==> src/rtl/io_request_arbiter.sv <==
// Round-robin share of the IO request port between master A and B; reads return in order via a tag FIFO.
// Accept->oIO_* in 1 cycle, 1/cycle; busy on IO stall or tag FIFO full (reads); returns stall on head-master busy.
module io_request_arbiter #(
    parameter int TAG_DEPTH   = 4,
    parameter int TAG_DEPTH_N = 2
) (
    input  logic        iCLOCK,
    input  logic        inRESET,
    // master A
    input  logic        iA_REQ,
    output logic        oA_BUSY,
    input  logic [1:0]  iA_ORDER,
    input  logic        iA_RW,
    input  logic [31:0] iA_ADDR,
    input  logic [31:0] iA_DATA,
    output logic        oA_VALID,
    input  logic        iA_BUSY,
    output logic [31:0] oA_DATA,
    // master B
    input  logic        iB_REQ,
    output logic        oB_BUSY,
    input  logic [1:0]  iB_ORDER,
    input  logic        iB_RW,
    input  logic [31:0] iB_ADDR,
    input  logic [31:0] iB_DATA,
    output logic        oB_VALID,
    input  logic        iB_BUSY,
    output logic [31:0] oB_DATA,
    // IO controller
    output logic        oIO_REQ,
    input  logic        iIO_BUSY,
    output logic [1:0]  oIO_ORDER,
    output logic        oIO_RW,
    output logic [31:0] oIO_ADDR,
    output logic [31:0] oIO_DATA,
    input  logic        iIO_VALID,
    output logic        oIO_BUSY,
    input  logic [31:0] iIO_DATA,
    output logic        oERROR
);

    localparam logic [TAG_DEPTH_N+1:0] LP_DEPTH = (TAG_DEPTH_N+2)'(TAG_DEPTH);

    logic                   r_slot_vld;
    logic                   r_slot_id;
    logic [1:0]             r_slot_order;
    logic                   r_slot_rw;
    logic [31:0]            r_slot_addr;
    logic [31:0]            r_slot_data;
    logic                   r_rr_b;
    logic [TAG_DEPTH-1:0]   r_id_mem;
    logic [TAG_DEPTH_N-1:0] r_wr_ptr;
    logic [TAG_DEPTH_N-1:0] r_rd_ptr;
    logic [TAG_DEPTH_N:0]   r_count;
    logic                   r_error;

    logic                   w_slot_free;
    logic                   w_pending;
    logic [TAG_DEPTH_N+1:0] w_inflight;
    logic                   w_full;
    logic                   w_elig_a;
    logic                   w_elig_b;
    logic                   w_grant_a;
    logic                   w_grant_b;
    logic                   w_slave_xfer;
    logic                   w_push;
    logic                   w_pop;
    logic                   w_cnt_nz;
    logic                   w_head;
    logic                   w_head_busy;

    // A read sitting in the slot will push on transfer, so it counts against capacity now
    assign w_slot_free  = !r_slot_vld || !iIO_BUSY;
    assign w_pending    = r_slot_vld && r_slot_rw;
    assign w_inflight   = {1'b0, r_count} + {{(TAG_DEPTH_N+1){1'b0}}, w_pending};
    assign w_full       = (w_inflight >= LP_DEPTH);

    assign w_elig_a     = iA_REQ && w_slot_free && (!iA_RW || !w_full);
    assign w_elig_b     = iB_REQ && w_slot_free && (!iB_RW || !w_full);
    assign w_grant_a    = w_elig_a && (!w_elig_b || !r_rr_b);
    assign w_grant_b    = w_elig_b && (!w_elig_a ||  r_rr_b);

    assign oA_BUSY      = !w_grant_a;
    assign oB_BUSY      = !w_grant_b;

    assign w_slave_xfer = r_slot_vld && !iIO_BUSY;
    assign w_push       = w_slave_xfer && r_slot_rw;

    assign w_cnt_nz     = (r_count != '0);
    assign w_head       = r_id_mem[r_rd_ptr];
    assign w_head_busy  = w_head ? iB_BUSY : iA_BUSY;
    assign w_pop        = iIO_VALID && w_cnt_nz && !w_head_busy;

    assign oIO_REQ      = r_slot_vld;
    assign oIO_ORDER    = r_slot_order;
    assign oIO_RW       = r_slot_rw;
    assign oIO_ADDR     = r_slot_addr;
    assign oIO_DATA     = r_slot_data;
    assign oIO_BUSY     = w_cnt_nz && w_head_busy;

    assign oA_VALID     = iIO_VALID && w_cnt_nz && !w_head;
    assign oB_VALID     = iIO_VALID && w_cnt_nz &&  w_head;
    assign oA_DATA      = oA_VALID ? iIO_DATA : 32'h0;
    assign oB_DATA      = oB_VALID ? iIO_DATA : 32'h0;
    assign oERROR       = r_error;

    always_ff @(posedge iCLOCK or negedge inRESET) begin
        if (!inRESET) begin
            r_slot_vld   <= 1'b0;
            r_slot_id    <= 1'b0;
            r_slot_order <= 2'b00;
            r_slot_rw    <= 1'b0;
            r_slot_addr  <= 32'h0;
            r_slot_data  <= 32'h0;
        end else if (w_grant_a || w_grant_b) begin
            r_slot_vld   <= 1'b1;
            r_slot_id    <= w_grant_b;
            r_slot_order <= w_grant_b ? iB_ORDER : iA_ORDER;
            r_slot_rw    <= w_grant_b ? iB_RW    : iA_RW;
            r_slot_addr  <= w_grant_b ? iB_ADDR  : iA_ADDR;
            r_slot_data  <= w_grant_b ? iB_DATA  : iA_DATA;
        end else if (w_slave_xfer) begin
            r_slot_vld   <= 1'b0;
        end
    end

    always_ff @(posedge iCLOCK or negedge inRESET) begin
        if (!inRESET) begin
            r_rr_b <= 1'b0;
        end else if (w_grant_a) begin
            r_rr_b <= 1'b1;
        end else if (w_grant_b) begin
            r_rr_b <= 1'b0;
        end
    end

    // Tag FIFO: one master id per outstanding read, popped as returns are accepted
    always_ff @(posedge iCLOCK or negedge inRESET) begin
        if (!inRESET) begin
            r_id_mem <= '0;
            r_wr_ptr <= '0;
            r_rd_ptr <= '0;
            r_count  <= '0;
        end else begin
            if (w_push) begin
                r_id_mem[r_wr_ptr] <= r_slot_id;
                r_wr_ptr           <= r_wr_ptr + 1'b1;
            end
            if (w_pop) begin
                r_rd_ptr <= r_rd_ptr + 1'b1;
            end
            case ({w_push, w_pop})
                2'b10:   r_count <= r_count + 1'b1;
                2'b01:   r_count <= r_count - 1'b1;
                default: r_count <= r_count;
            endcase
        end
    end

    always_ff @(posedge iCLOCK or negedge inRESET) begin
        if (!inRESET) begin
            r_error <= 1'b0;
        end else begin
            r_error <= iIO_VALID && !w_cnt_nz;
        end
    end

endmodule

==> config.mk <==
export PLATFORM = sky130hd
export DESIGN_NAME = io_request_arbiter
export DESIGN_NICKNAME = d
export VERILOG_FILES = /design/src/rtl/io_request_arbiter.sv
export SDC_FILE = /design/constraint.sdc
export NUM_CORES = 1
export LEC_CHECK = 0
export CAP_MARGIN = 20
export CORE_AREA = 2 2 120 122
export DETAILED_ROUTE_END_ITERATION = 6
export DIE_AREA = 0 0 122 124
export PLACE_DENSITY = 0.71
export SLEW_MARGIN = 20
export SYNTH_ARGS = -nofsm -noshare
export SYNTH_HDL_FRONTEND = slang
export SYNTH_SLANG_ARGS = --single-unit
==> constraint.sdc <==
create_clock -name iCLOCK -period 5.7 [get_ports iCLOCK]
set_input_delay 1.71 -clock iCLOCK [delete_from_list [all_inputs] [get_ports iCLOCK]]
set_output_delay 1.71 -clock iCLOCK [all_outputs]
set_load 0.1 [all_outputs]
==> run metrics <==
total track usage 0.2193; Nets around 860; root buffer cell clkbuf_16; vias per cell 5.116; Slew headroom 0.2947; slowest CP cell clkdlybuf4s50_1; CP max stage delay 0.47 ns; Layout Skew a little over 0.01 ns; GPL Wtd Cong ~0.9; Longest Clk Path Bufs 2; DRT antenna net count 0; Max-cap violations 0; critical path peak fanout 33; H-Tree Depth 3; TNS Setup 0 ns; synthesized area per cell 11.15 µm²; vias in the first global route 4,608; Final min period roughly 4.9 ns; remaining routing DRC violations 0; Die H between 100 and 150 µm; PostCTS Resize Cnt 0; Layout Area Growth over Synthesis 97.53%; CTS tree done; I/O pin total between 300 and 400; hold buffers post-CTS 0; post-synthesis register bit count 82; Layout Cells excl Fill about 860; HP Class reg2reg; CP endpoint kind primary output; period utilization 0.8583; final count of pins violating max slew 0; Fin. Hold Viols 0; Ant. Diodes 0; share of layout cells above drive strength 1 0.2361; Yosys Warn Count 0; post-DR wirelength/cell about 20 µm; Worst-Margin Slew 1.055 ns; Row Count 43; Synth Cell Area roughly 4300 µm²; CTS clock-pin slew for the worst setup and hold paths about 0.06 ns; CP Launch Type primary input; die area about 15,000 µm²; setup repair bufs after CTS 0; Cell variety after synth 39; status finished, final reports clean; Clock Sinks around 80; clk_lat worst skew roughly 0.34 ns; dpl cells 846; sequential share of the synthesized area 0.4769; First DRT Iteration DRCs between 200 and 250; Setup crit start iIO_VALID; initial antenna violation count 0; largest net degree at the start of global routing 83; DPL Wire Length around 13 mm; Via Count approximately 4.4k; Setup Crit Path Kind in2out; unrepaired setup endpoints after global routing no; Critical Path, Cell by Cell clkdlybuf4s50_1, o31a_1, nor2b_1, buf_4, and2_1, buf_12; total gr overflow 0; highest clock rate ~0.20 GHz; core area 13,720 µm²; Pre-Repair DR Iteration Count 4; first-pass GRT wire length about 26 mm; Final Util 0.6195; Die W 122 µm; IO Port Bufs just over 300; Initial Util 0.3136; final setup fails 0; Syn Nets roughly 570; synthesized instance count 386; WL final approximately 17 mm; critical hold path startpoint r_rd_ptr[1]$_DFFE_PN0P_; R2R Path Start r_rd_ptr[0]$_DFFE_PN0P_; critical path arrival 3.18 ns; total CTS buffers 9; required time of the worst setup path roughly 4 ns
[sequential cells by signal (all words and copies together) (netlist names), 2 cells and up]
register and cells:
r_id_mem 4, r_rd_ptr 2, r_count 3, oIO_ADDR 32, r_wr_ptr 2, oIO_ORDER 2
oIO_DATA 32
[Yosys cell counts]
library cell | count | area (µm²)
dfrtp_1 | 82 | 2052
or3_1 | 66 | 412.9
o221a_2 | 56 | 630.6
and2_1 | 35 | 219.0
and3_1 | 32 | 200.2
clkbuf_1 | 21 | 78.83
buf_2 | 14 | 70.07
nand2_1 | 13 | 48.80
o221a_1 | 10 | 112.6
inv_1 | 9 | 33.78
mux2_2 | 6 | 67.56
ha_1 | 5 | 62.56
buf_6 | 3 | 33.78
nor2_1 | 3 | 11.26
xor2_1 | 3 | 26.28
mux2i_1 | 2 | 20.02
o21ai_0 | 2 | 10.01
o21ai_1 | 2 | 10.01
xnor2_1 | 2 | 17.52
a21boi_0 | 1 | 7.510
a21boi_1 | 1 | 7.510
a21oi_1 | 1 | 5.000
a41o_1 | 1 | 10.01
a41oi_2 | 1 | 16.27
fa_1 | 1 | 20.02
mux4_2 | 1 | 22.52
nand2b_1 | 1 | 6.260
nand3_1 | 1 | 5.000
nand3b_1 | 1 | 7.510
nor2b_1 | 1 | 6.260
nor3_1 | 1 | 5.000
o211ai_1 | 1 | 7.510
o211ai_2 | 1 | 12.51
o21a_1 | 1 | 7.510
o31a_1 | 1 | 8.760
o31ai_1 | 1 | 7.510
o32a_1 | 1 | 10.01
or2_1 | 1 | 6.260
or2_2 | 1 | 6.260
[critical path: cells and delay by family]
| kind | cells | cell delay (ns) |
|---|---|---|
| buffers and inverters | 3 | 0.95 |
| and+or+nand+nor | 2 | 0.37 |
| AOI/OAI and AO/OA | 1 | 0.15 |
[logic make-up after synthesis]
| family | synth area share |
|---|---|
| AOI/OAI and AO/OA | 0.2006 |
| xor gates and xnor gates | 0.01018 |
| adders and majority gates | 0.01919 |
| buffers and inverters | 0.05031 |
| DFF | 0.4769 |
| muxes | 0.02559 |
| and+or+nand+nor | 0.2172 |
[cell type report]
cell class,instances,area (µm²)
Fill cell,1093,5220
Inverter,9,33.78
Multi-Input combinational cell,257,2066
Clock inverter,6,48.80
Tap cell,180,225.2
Sequential cell,82,2052
Clock buffer,10,229.0
Timing Repair Buffer,318,3845
[cell usage in the layout, fill, tap and decap left out, types with 3 or more instances in the layout]
cell / instances
o221a_2: 56
or3_1: 66
xor2_1: 3
buf_12: 68
clkinvlp_4: 3
clkdlybuf4s50_1: 241
ha_1: 5
mux2_2: 6
clkbuf_16: 9
buf_4: 8
o221a_1: 10
dfrtp_1: 82
nor2_1: 3
and3_1: 32
nand2_1: 13
inv_1: 9
and2_1: 35
[stage by stage]
stage | worst slack, ns | instance area (µm²) | hold slack, ns
after floorplan | 0.4543 | 4303 | 0.4527
after global placement | 0.8487 | 8218 | 0.4749
after detailed placement | 0.8026 | 8218 | 0.4774
after CTS | 0.8026 | 8496 | 0.4916
after global routing | 0.7003 | 8499 | 0.5228
final | 0.8074 | 8499 | 0.4945
[metal layers]
| metal | vias to the layer above | routed length [µm] | global-route usage |
|---|---|---|---|
| met1 | 2102 | 6371 | 0.2519 |
| met5 | - | 0 | 0 |
| met2 | 230 | 8797 | 0.3911 |
| met3 | 31 | 1349 | 0.05678 |
| li1 | 2047 | - | - |
| met4 | 0 | 491 | 0.08477 |
[final timing paths]
check / slack, ns / end / cells past startpoint
worst max-delay path: 0.81 / oA_DATA[4] / 6
worst min-delay path: 0.49 / r_rd_ptr[1]$_DFFE_PN0P_ / 1
worst max register to register: 2.93 / r_count[2]$_DFFE_PN0P_ / 9
worst min register to register: 0.49 / r_rd_ptr[1]$_DFFE_PN0P_ / 1
max in group asynchronous: 3.76 / oERROR$_DFF_PN0_ / 1
min in group asynchronous: 1.41 / oIO_DATA[14]$_DFFE_PN0P_ / 1
Power is not shown: default switching activity piles up to over one toggle a cycle in this logic, so the estimate is an artifact.
